File: src/rtl/mem_port_arbiter_if.sv
// Bundle of the three requester ports and the shared memory port seen by
// mem_port_arbiter; slave is the arbiter's view, master is the environment's.
interface mem_port_arbiter_if #(
   parameter int DWIDTH = 32
);
   // Handshake: a requester raises *_req with stable write/addr/wdata and keeps
   // it high until its *_ready pulses for one cycle; *_rdata is meaningful only
   // while that *_ready is high. Toward memory, mem_req stays high with stable
   // fields until mem_ready is seen, and mem_ready outside a request is ignored.
   logic              d_req,   i_req,   a_req;
   logic              d_write, i_write, a_write;
   logic [DWIDTH-1:0] d_addr,  i_addr,  a_addr;
   logic [DWIDTH-1:0] d_wdata, i_wdata, a_wdata;
   logic              d_ready, i_ready, a_ready;
   logic [DWIDTH-1:0] d_rdata, i_rdata, a_rdata;

   logic              mem_req;
   logic              mem_write;
   logic [DWIDTH-1:0] mem_addr;
   logic [DWIDTH-1:0] mem_wdata;
   logic              mem_ready;
   logic [DWIDTH-1:0] mem_rdata;

   modport slave (
      input  d_req, i_req, a_req, d_write, i_write, a_write,
      input  d_addr, i_addr, a_addr, d_wdata, i_wdata, a_wdata,
      output d_ready, i_ready, a_ready, d_rdata, i_rdata, a_rdata,
      output mem_req, mem_write, mem_addr, mem_wdata,
      input  mem_ready, mem_rdata
   );

   modport master (
      output d_req, i_req, a_req, d_write, i_write, a_write,
      output d_addr, i_addr, a_addr, d_wdata, i_wdata, a_wdata,
      input  d_ready, i_ready, a_ready, d_rdata, i_rdata, a_rdata,
      input  mem_req, mem_write, mem_addr, mem_wdata,
      output mem_ready, mem_rdata
   );
endinterface

File: src/rtl/mem_port_arbiter.sv
// Round-robin arbiter sharing one memory port among core data (0), core fetch (1)
// and accelerator DMA (2); one latched transaction in flight at a time.
module mem_port_arbiter #(
   parameter int DWIDTH = 32
) (
   input  logic                clk,
   input  logic                rst,
   mem_port_arbiter_if.slave   bus,
   output logic                dbg_state
);
   typedef enum logic {IDLE = 1'b0, BUSY = 1'b1} state_t;

   state_t            state, state_next;
   logic [2:0]        req_v, eligible, mask_last;
   logic [1:0]        last, owner, winner, first, second;
   logic              grant, done;
   logic              write_sel;
   logic [DWIDTH-1:0] addr_sel, wdata_sel;

   logic              mem_req_q, mem_write_q;
   logic [DWIDTH-1:0] mem_addr_q, mem_wdata_q;

   function automatic logic [1:0] next_port(input logic [1:0] p);
      return (p == 2'd2) ? 2'd0 : p + 2'd1;
   endfunction

   assign req_v    = {bus.a_req, bus.i_req, bus.d_req};
   // The previous owner may still hold req in the cycle after its completion.
   assign eligible = req_v & ~mask_last;
   assign first    = next_port(last);
   assign second   = next_port(first);

   always_comb begin
      state_next = state;
      grant      = 1'b0;
      done       = 1'b0;
      winner     = 2'd0;
      case (state)
         IDLE: begin
            if (eligible[first]) begin
               grant  = 1'b1;
               winner = first;
            end else if (eligible[second]) begin
               grant  = 1'b1;
               winner = second;
            end else if (eligible[last]) begin
               grant  = 1'b1;
               winner = last;
            end
            if (grant) state_next = BUSY;
         end
         BUSY: begin
            if (bus.mem_ready) begin
               done       = 1'b1;
               state_next = IDLE;
            end
         end
         default: state_next = IDLE;
      endcase
   end

   // The fetch port never writes, so its write strobe is tied low here.
   always_comb begin
      write_sel = 1'b0;
      addr_sel  = bus.d_addr;
      wdata_sel = bus.d_wdata;
      case (winner)
         2'd1: begin
            addr_sel  = bus.i_addr;
            wdata_sel = bus.i_wdata;
         end
         2'd2: begin
            write_sel = bus.a_write;
            addr_sel  = bus.a_addr;
            wdata_sel = bus.a_wdata;
         end
         default: begin
            write_sel = bus.d_write;
         end
      endcase
   end

   always_ff @(posedge clk or posedge rst) begin
      if (rst) begin
         state       <= IDLE;
         last        <= 2'd2;
         mask_last   <= 3'b000;
         owner       <= 2'd0;
         mem_req_q   <= 1'b0;
         mem_write_q <= 1'b0;
         mem_addr_q  <= '0;
         mem_wdata_q <= '0;
      end else begin
         state     <= state_next;
         mask_last <= done ? (3'b001 << owner) : 3'b000;
         if (grant) begin
            owner       <= winner;
            mem_req_q   <= 1'b1;
            mem_write_q <= write_sel;
            mem_addr_q  <= addr_sel;
            mem_wdata_q <= wdata_sel;
         end else if (done) begin
            last        <= owner;
            mem_req_q   <= 1'b0;
            mem_write_q <= 1'b0;
         end
      end
   end

   assign bus.mem_req   = mem_req_q;
   assign bus.mem_write = mem_write_q;
   assign bus.mem_addr  = mem_addr_q;
   assign bus.mem_wdata = mem_wdata_q;

   // Completion and read data pass straight through from memory to the owner.
   assign bus.d_ready = done && (owner == 2'd0);
   assign bus.i_ready = done && (owner == 2'd1);
   assign bus.a_ready = done && (owner == 2'd2);
   assign bus.d_rdata = bus.mem_rdata;
   assign bus.i_rdata = bus.mem_rdata;
   assign bus.a_rdata = bus.mem_rdata;

   assign dbg_state = state;
endmodule
File: src/flat_wrapper.sv
// flat-port wrapper written by rule: the top's interface ports become plain ports
module mem_port_arbiter_flat 
#(
   parameter int DWIDTH = 32
)
  (clk, rst, dbg_state, bus_d_req, bus_i_req, bus_a_req, bus_d_write, bus_i_write, bus_a_write, bus_d_addr, bus_i_addr, bus_a_addr, bus_d_wdata, bus_i_wdata, bus_a_wdata, bus_d_ready, bus_i_ready, bus_a_ready, bus_d_rdata, bus_i_rdata, bus_a_rdata, bus_mem_req, bus_mem_write, bus_mem_addr, bus_mem_wdata, bus_mem_ready, bus_mem_rdata);
  mem_port_arbiter_if #(.DWIDTH(DWIDTH)) bus_i ();
  input  logic clk;
  input  logic rst;
  output logic dbg_state;
  input wire logic [$bits(bus_i.d_req)-1:0] bus_d_req;
  input wire logic [$bits(bus_i.i_req)-1:0] bus_i_req;
  input wire logic [$bits(bus_i.a_req)-1:0] bus_a_req;
  input wire logic [$bits(bus_i.d_write)-1:0] bus_d_write;
  input wire logic [$bits(bus_i.i_write)-1:0] bus_i_write;
  input wire logic [$bits(bus_i.a_write)-1:0] bus_a_write;
  input wire logic [$bits(bus_i.d_addr)-1:0] bus_d_addr;
  input wire logic [$bits(bus_i.i_addr)-1:0] bus_i_addr;
  input wire logic [$bits(bus_i.a_addr)-1:0] bus_a_addr;
  input wire logic [$bits(bus_i.d_wdata)-1:0] bus_d_wdata;
  input wire logic [$bits(bus_i.i_wdata)-1:0] bus_i_wdata;
  input wire logic [$bits(bus_i.a_wdata)-1:0] bus_a_wdata;
  output wire logic [$bits(bus_i.d_ready)-1:0] bus_d_ready;
  output wire logic [$bits(bus_i.i_ready)-1:0] bus_i_ready;
  output wire logic [$bits(bus_i.a_ready)-1:0] bus_a_ready;
  output wire logic [$bits(bus_i.d_rdata)-1:0] bus_d_rdata;
  output wire logic [$bits(bus_i.i_rdata)-1:0] bus_i_rdata;
  output wire logic [$bits(bus_i.a_rdata)-1:0] bus_a_rdata;
  output wire logic [$bits(bus_i.mem_req)-1:0] bus_mem_req;
  output wire logic [$bits(bus_i.mem_write)-1:0] bus_mem_write;
  output wire logic [$bits(bus_i.mem_addr)-1:0] bus_mem_addr;
  output wire logic [$bits(bus_i.mem_wdata)-1:0] bus_mem_wdata;
  input wire logic [$bits(bus_i.mem_ready)-1:0] bus_mem_ready;
  input wire logic [$bits(bus_i.mem_rdata)-1:0] bus_mem_rdata;
  assign bus_i.d_req = bus_d_req;
  assign bus_i.i_req = bus_i_req;
  assign bus_i.a_req = bus_a_req;
  assign bus_i.d_write = bus_d_write;
  assign bus_i.i_write = bus_i_write;
  assign bus_i.a_write = bus_a_write;
  assign bus_i.d_addr = bus_d_addr;
  assign bus_i.i_addr = bus_i_addr;
  assign bus_i.a_addr = bus_a_addr;
  assign bus_i.d_wdata = bus_d_wdata;
  assign bus_i.i_wdata = bus_i_wdata;
  assign bus_i.a_wdata = bus_a_wdata;
  assign bus_d_ready = bus_i.d_ready;
  assign bus_i_ready = bus_i.i_ready;
  assign bus_a_ready = bus_i.a_ready;
  assign bus_d_rdata = bus_i.d_rdata;
  assign bus_i_rdata = bus_i.i_rdata;
  assign bus_a_rdata = bus_i.a_rdata;
  assign bus_mem_req = bus_i.mem_req;
  assign bus_mem_write = bus_i.mem_write;
  assign bus_mem_addr = bus_i.mem_addr;
  assign bus_mem_wdata = bus_i.mem_wdata;
  assign bus_i.mem_ready = bus_mem_ready;
  assign bus_i.mem_rdata = bus_mem_rdata;
  mem_port_arbiter #(.DWIDTH(DWIDTH)) u_core (.clk(clk), .rst(rst), .bus(bus_i), .dbg_state(dbg_state));
endmodule
File: config.mk
export PLATFORM = sky130hd
export DESIGN_NAME = mem_port_arbiter_flat
export DESIGN_NICKNAME = d
export VERILOG_FILES = /design/src/rtl/mem_port_arbiter_if.sv /design/src/rtl/mem_port_arbiter.sv /design/src/flat_wrapper.sv
export SDC_FILE = /design/constraint.sdc
export NUM_CORES = 1
export LEC_CHECK = 0
export ABC_AREA = 1
export BUFFER_PORTS_ARGS = -buffer_cell sky130_fd_sc_hd__buf_2
export CAP_MARGIN = 20
export CORE_AREA = 2 2 155 157
export DETAILED_ROUTE_END_ITERATION = 12
export DIE_AREA = 0 0 157 159
export PLACE_DENSITY_LB_ADDON = 0.25
export SYNTH_ARGS = -nofsm -noshare
export SYNTH_HDL_FRONTEND = slang
export SYNTH_SLANG_ARGS = --single-unit
File: constraint.sdc
create_clock -name clk -period 3.5 [get_ports clk]
set_input_delay 0.35 -clock clk [delete_from_list [all_inputs] [get_ports clk]]
set_output_delay 0.35 -clock clk [all_outputs]
set_load 0.03 [all_outputs]
Yosys cells after proc, flatten, opt, wreduce, memory -nomap -nowiden
Cells that the tools add are included.
{ "word_totals": {"in_bits": 233, "wordCells": 59, "output_inout_bits": 166, "register_bits": 74} }
{ "op_classes": {"eq_ne": 6, "n_reduce_logical": 6, "add_sub_neg": 2, "magnitude_cmp": 3, "n_shift": 1, "muxes": 29, "bitwise": 4} }
{ "op_table": {"columns": ["cell", "n"], "rows": [
  ["32-bit case mux with 2 select lines", 2],
  ["1-bit two-way mux", 15],
  ["2-bit two-way mux", 6],
  ["2-bit by 3-bit < comparator with 1-bit output (second input constant)", 3],
  ["2-bit == test (second input constant)", 4],
  ["1-bit binary-select mux with 2-bit select", 3],
  ["2-bit by 1-bit adder with 2-bit output (second input constant)", 2],
  ["2-bit by 1-bit == test with 1-bit output (second input constant)", 2],
  ["1-bit case mux with 2 select lines", 2],
  ["3-bit AND", 1],
  ["1-bit logical AND", 3],
  ["3-bit two-way mux", 1],
  ["3-bit NOT", 1],
  ["1-bit by 2-bit << shifter with 3-bit output (first input constant)", 1],
  ["2-bit logical NOT", 1],
  ["1-bit NOT", 2],
  ["2-bit AND reduction", 1],
  ["2-bit nonzero test", 1]
]} }

Logic depth before layout (Yosys ltp)
{ "logic_depth": {"word_depth": 12, "mapped_depth": 16, "mapped_depth_nobuf": 15} }

Worst setup path after synthesis
No wires, ideal clock.
{ "synth_path": {"path_type": "register to register", "startpoint": "reg u_core.last[1]", "endpoint": "reg u_core.mem_wdata_q[21], in the netlist u_core.bus.mem_wdata[21]", "t_required_ns": 3.372, "setup_slack_ns": 1.092, "n_path_buf": 2, "t_arrival_ns": 2.280, "path_stages_with_launch": 14, "cell_sequence": "dfstp_2 -> nor2_1 -> inv_1 -> nor2_1 -> nor2_2 -> nand3_1 -> nand3_1 -> inv_1 -> ha_1 -> buf_2 -> buf_1 -> nor2_1 -> a221oi_1 -> o21ai_2"} }
{ "synth_between": {"elab_chain_cells": 11} }
{ "synth_rtl": {"columns": ["element", "line", "text"], "rows": [
  ["start: declaration", "mem_port_arbiter.sv:15", "logic [1:0] last, owner, winner, first, second;"],
  ["start signal: assignment", "mem_port_arbiter.sv:103", "last <= owner;"],
  ["2-bit by 1-bit adder with 2-bit output or 2-bit == test (tied branches)", "mem_port_arbiter.sv:24", "return (p == 2'd2) ? 2'd0 : p + 2'd1;"],
  ["2-bit two-way mux", "mem_port_arbiter.sv:24", null],
  ["2-bit by 1-bit adder with 2-bit output or 2-bit == test (tied branches)", "mem_port_arbiter.sv:24", null],
  ["2-bit two-way mux", "mem_port_arbiter.sv:24", null],
  ["1-bit binary-select mux with 2-bit select", "mem_port_arbiter.sv:43", "end else if (eligible[second]) begin"],
  ["1-bit two-way mux (implied by the code)", "mem_port_arbiter.sv:43", null],
  ["2-bit two-way mux", "mem_port_arbiter.sv:43", null],
  ["2-bit two-way mux *", "mem_port_arbiter.sv:40", "if (eligible[first]) begin"],
  ["2-bit two-way mux *", "mem_port_arbiter.sv:38", "case (state)"],
  ["named net u_core.winner[0]", "mem_port_arbiter.sv:15", null],
  ["2-bit == test or 2-bit by 1-bit == test with 1-bit output (tied branches)", "mem_port_arbiter.sv:67", "case (winner)"],
  ["32-bit case mux with 2 select lines *", "mem_port_arbiter.sv:67", null],
  ["end signal: assignment", "mem_port_arbiter.sv:101", "mem_wdata_q <= wdata_sel;"],
  ["end: declaration", "mem_port_arbiter.sv:21", "logic [DWIDTH-1:0] mem_addr_q, mem_wdata_q;"]
]} }
Mark *: on every way through the listed nets, which the timed path passes. The rest lies on a longest branch. The select of a mux whose other input is x is not followed.
A chain may end at the register's enable or synchronous reset.

Final worst setup path
{ "layout_path": {"startpoint": "reg u_core.last[1]", "endpoint": "reg u_core.mem_addr_q[29], in the netlist u_core.bus.mem_addr[29]"} }
{ "layout_between": {"elab_chain_cells": 11} }
{ "layout_rtl": {"columns": ["element", "line", "text"], "rows": [
  ["2-bit by 1-bit adder with 2-bit output or 2-bit == test (tied branches)", "mem_port_arbiter.sv:24", null],
  ["2-bit two-way mux", "mem_port_arbiter.sv:24", null],
  ["2-bit by 1-bit adder with 2-bit output or 2-bit == test (tied branches)", "mem_port_arbiter.sv:24", null],
  ["2-bit two-way mux", "mem_port_arbiter.sv:24", null],
  ["1-bit binary-select mux with 2-bit select", "mem_port_arbiter.sv:43", null],
  ["1-bit two-way mux (implied by the code)", "mem_port_arbiter.sv:43", null],
  ["2-bit two-way mux", "mem_port_arbiter.sv:43", null],
  ["2-bit two-way mux *", "mem_port_arbiter.sv:40", null],
  ["2-bit two-way mux *", "mem_port_arbiter.sv:38", null],
  ["named net u_core.winner[0]", "mem_port_arbiter.sv:15", null],
  ["2-bit == test or 2-bit by 1-bit == test with 1-bit output (tied branches)", "mem_port_arbiter.sv:67", null],
  ["32-bit case mux with 2 select lines *", "mem_port_arbiter.sv:67", null],
  ["end signal: assignment", "mem_port_arbiter.sv:100", "mem_addr_q <= addr_sel;"],
  ["end: declaration", "mem_port_arbiter.sv:21", null]
]} }
Marks and branches as above.

==> impl_metrics.tcl <==
set metrics [dict create \
    slew_viol_final 0 \
    die_width_um 157 \
    via_per_inst 4.199 \
    globalRouteOverflowTotal 0 \
    yosysWarnings 0 \
    synthesis.area_per_instance_um2 7.849 \
    cp.required_ps 3740 \
    peakVddDrop_v 0.0009901 \
    num_vias 4539 \
    cts.repair.resized 0 \
    ctsLongestPathBuffers 2 \
    dieArea_um2 24960 \
    finalSetupViolations 0 \
    number_of_antenna_violations_at_the_first_check_in_global_routing 3 \
    place_hpwl_um 13050 \
    main_area_contributors_after_synthesis "sky130_fd_sc_hd__dfrtp_1 (39%), sky130_fd_sc_hd__buf_4 (15%), sky130_fd_sc_hd__nand2_1 (12%), sky130_fd_sc_hd__a221oi_1 (12%), sky130_fd_sc_hd__o21ai_0 (6.2%)" \
    post_cts_buffers 0 \
    grt.total_usage 0.1339 \
    numCtsBuffers 9 \
    postSynthCellCount 604 \
    crit_type "register to register" \
    pwr_density_cell_nw_per_um2 1035 \
    fillCellCount 2599 \
    grt_pass1_vias 4390 \
    timing.final.crit_share 0.8558 \
    die_height_um 159 \
    hold_violations 0 \
    final_nets 990 \
    cts-hold-fix-buffers 0 \
    mostFrequentLayoutCells "sky130_fd_sc_hd__buf_2 (269), sky130_fd_sc_hd__nand2_1 (151), sky130_fd_sc_hd__dfrtp_1 (73), sky130_fd_sc_hd__nor2_1 (72), sky130_fd_sc_hd__a221oi_1 (64)" \
    tightest_slew_ps 971.0 \
    setup_total_neg_slack_ps 0 \
    fin_total_pwr_mw 6.192 \
    wl_final_um 17320 \
    syn-num-nets 839 \
    fin_worst_skew_ps 12.20 \
    grt_start_max_net_pins 130 \
    core_area_um2 23190 \
    netlist_area_um2 4741 \
    max_clock_freq_ghz 0.3338 \
    yosys.area.top_type "sky130_fd_sc_hd__dfrtp_1" \
    timing.critical_path.fanout_max 32 \
    worst_skew_pair.late_latency_ps 340 \
    relSlewSlack 0.3519 \
    ys_ff_latch 74 \
    worstSetupStartpointType "register" \
    area.growth.synth_to_final_pct 26.18 \
    number_of_remaining_drc_errors 0 \
    worstPathArrival_ps 3240 \
    mostFrequentLayoutCell "sky130_fd_sc_hd__buf_2" \
    route.detailed.wl_per_inst_um 16.02 \
    drt_pre_antenna_iters 5 \
    ys_seq_area_frac 0.3909 \
    place.port_buffers 269 \
    run_status "complete, no violations" \
    r2r_cells 13 \
    clock_tree_from_tritoncts "done" \
    path_clk_slew_ps 60 \
    gp_congestion 0.8169 \
    post_layout_min_period_ps 2995 \
    clock_tree.htree_level_count 3 \
    hold_crit_path_type "input port to async pin" \
    fin_util 0.2579 \
    cts_root_buffer "sky130_fd_sc_hd__clkbuf_16" \
    clock_sink_count 74 \
    drive_above_1_share 0.3992 \
    synth.top_cell.area_share 0.3853 \
    setup.worst_path.end_class "register" \
    drtIter0Drc 202 \
    rsz0062_at_grt "false" \
    post_synth_num_cell_types 22 \
    grt_first_pass_wirelength_um 25540 \
    floorplan.rows 56 \
    drv.max_cap_violation_count 0 \
    ant_nets 0 \
    starting_density_of_the_core 0.2044 \
    p_leak_nw 2.921 \
    design.portCount 399 \
]
[cell type report]
| cell class | instances | area, um2 | area share |
|---|---|---|---|
| repair buffers | 277 | 1456 | 0.2435 |
| diodes | 3 | 7.507 | 0.001255 |
| flip-flops and latches | 74 | 1853 | 0.3098 |
| clock buffers | 10 | 239.0 | 0.03995 |
| well taps | 319 | 399.1 | 0.06672 |
| inverters | 17 | 65.06 | 0.01088 |
| multi-input cells | 376 | 1907 | 0.3188 |
| clock inverters | 5 | 55.05 | 0.009203 |
[metrics by stage]
stage | worst slack (ps) | hold slack (ps) | instance area (um2) | cells
final | 504.6 | 37.26 | 5982 | 1081
after CTS | 190.4 | 184.5 | 5948 | 1076
after global routing | 246.0 | 50.38 | 5979 | 1080
after floorplan | 1092 | 446.4 | 4741 | 604
after detailed placement | 198.6 | 463.1 | 5654 | 1061
after global placement | 234.1 | 460.9 | 5654 | 1061
[flip-flops by register name (all words and copies together) (netlist names)]
| signal | count |
|---|---|
| u_core.bus.mem_addr | 32 |
| u_core.bus.mem_wdata | 32 |
| u_core.dbg_state | 1 |
| u_core.owner | 2 |
| u_core.bus.mem_req | 1 |
| u_core.mask_last | 3 |
| u_core.last | 2 |
| u_core.bus.mem_write | 1 |
[cell families (layout without fill, tap and decap cells)]
kind of cell | after synthesis | after routing | synth area share
other | 0 | 3 | 0
buffers and inverters | 155 | 309 | 0.2125
flip-flops | 74 | 74 | 0.3909
AO/OA/AOI/OAI | 135 | 135 | 0.1966
AND/OR/NAND/NOR | 238 | 239 | 0.1948
adder cells (fa/ha/maj) | 2 | 2 | 0.005278
[worst max-delay path, cell delays in order (launching register included)]
cell	delay (ps)
sky130_fd_sc_hd__dfstp_2	590
sky130_fd_sc_hd__nor2_1	80
sky130_fd_sc_hd__inv_1	70
sky130_fd_sc_hd__nor2_1	40
sky130_fd_sc_hd__nor2_1	150
sky130_fd_sc_hd__nand2_1	70
sky130_fd_sc_hd__nand3_1	70
sky130_fd_sc_hd__nand3_1	120
sky130_fd_sc_hd__inv_1	130
sky130_fd_sc_hd__ha_4	240
sky130_fd_sc_hd__nor2_4	470
sky130_fd_sc_hd__buf_4	460
sky130_fd_sc_hd__a221oi_1	140
sky130_fd_sc_hd__o21ai_0	210
[per-layer routing]
metal / GRT usage / up-vias / wire length, um
met3: 0.04654 / 12 / 1410
li1: - / 2259 / -
met5: 0 / - / 0
met2: 0.2366 / 211 / 8923
met4: 0.04504 / 0 / 274
met1: 0.1485 / 2057 / 6707
[cell usage after synthesis, drive strengths merged]
| library cell | number |
|---|---|
| clkbuf | 25 |
| a22oi | 1 |
| dfrtp | 73 |
| inv | 17 |
| buf | 113 |
| ha | 2 |
| nand2 | 152 |
| o21ai | 69 |
| a221oi | 64 |
| o211ai | 1 |
| nor3 | 4 |
| dfstp | 1 |
| nor2 | 74 |
| nand3 | 8 |
[worst paths after layout]
| path | start | endpoint | slack, ps |
|---|---|---|---|
| setup / recovery | u_core.last[1] | u_core.bus.mem_addr[29] | 500 |
| hold / removal | rst | u_core.bus.mem_wdata[1] | 40 |
| setup reg to reg | u_core.last[1] | u_core.bus.mem_addr[29] | 500 |
| hold reg to reg | u_core.bus.mem_wdata[22] | u_core.bus.mem_wdata[22] | 470 |
| max in group asynchronous | rst | u_core.bus.mem_wdata[30] | 2890 |
| min in group clk | bus_mem_ready | u_core.dbg_state | 210 |
[report_power, final]
group / total, mW / internal, mW / switching [mW]
Sequential: 1.46 / 1.26 / 0.194
Combinational: 3.78 / 1.18 / 2.61
Clock: 0.949 / 0.566 / 0.383
Total: 6.19 / 3.01 / 3.19
Note: power is estimated with default switching activity, not from simulation.
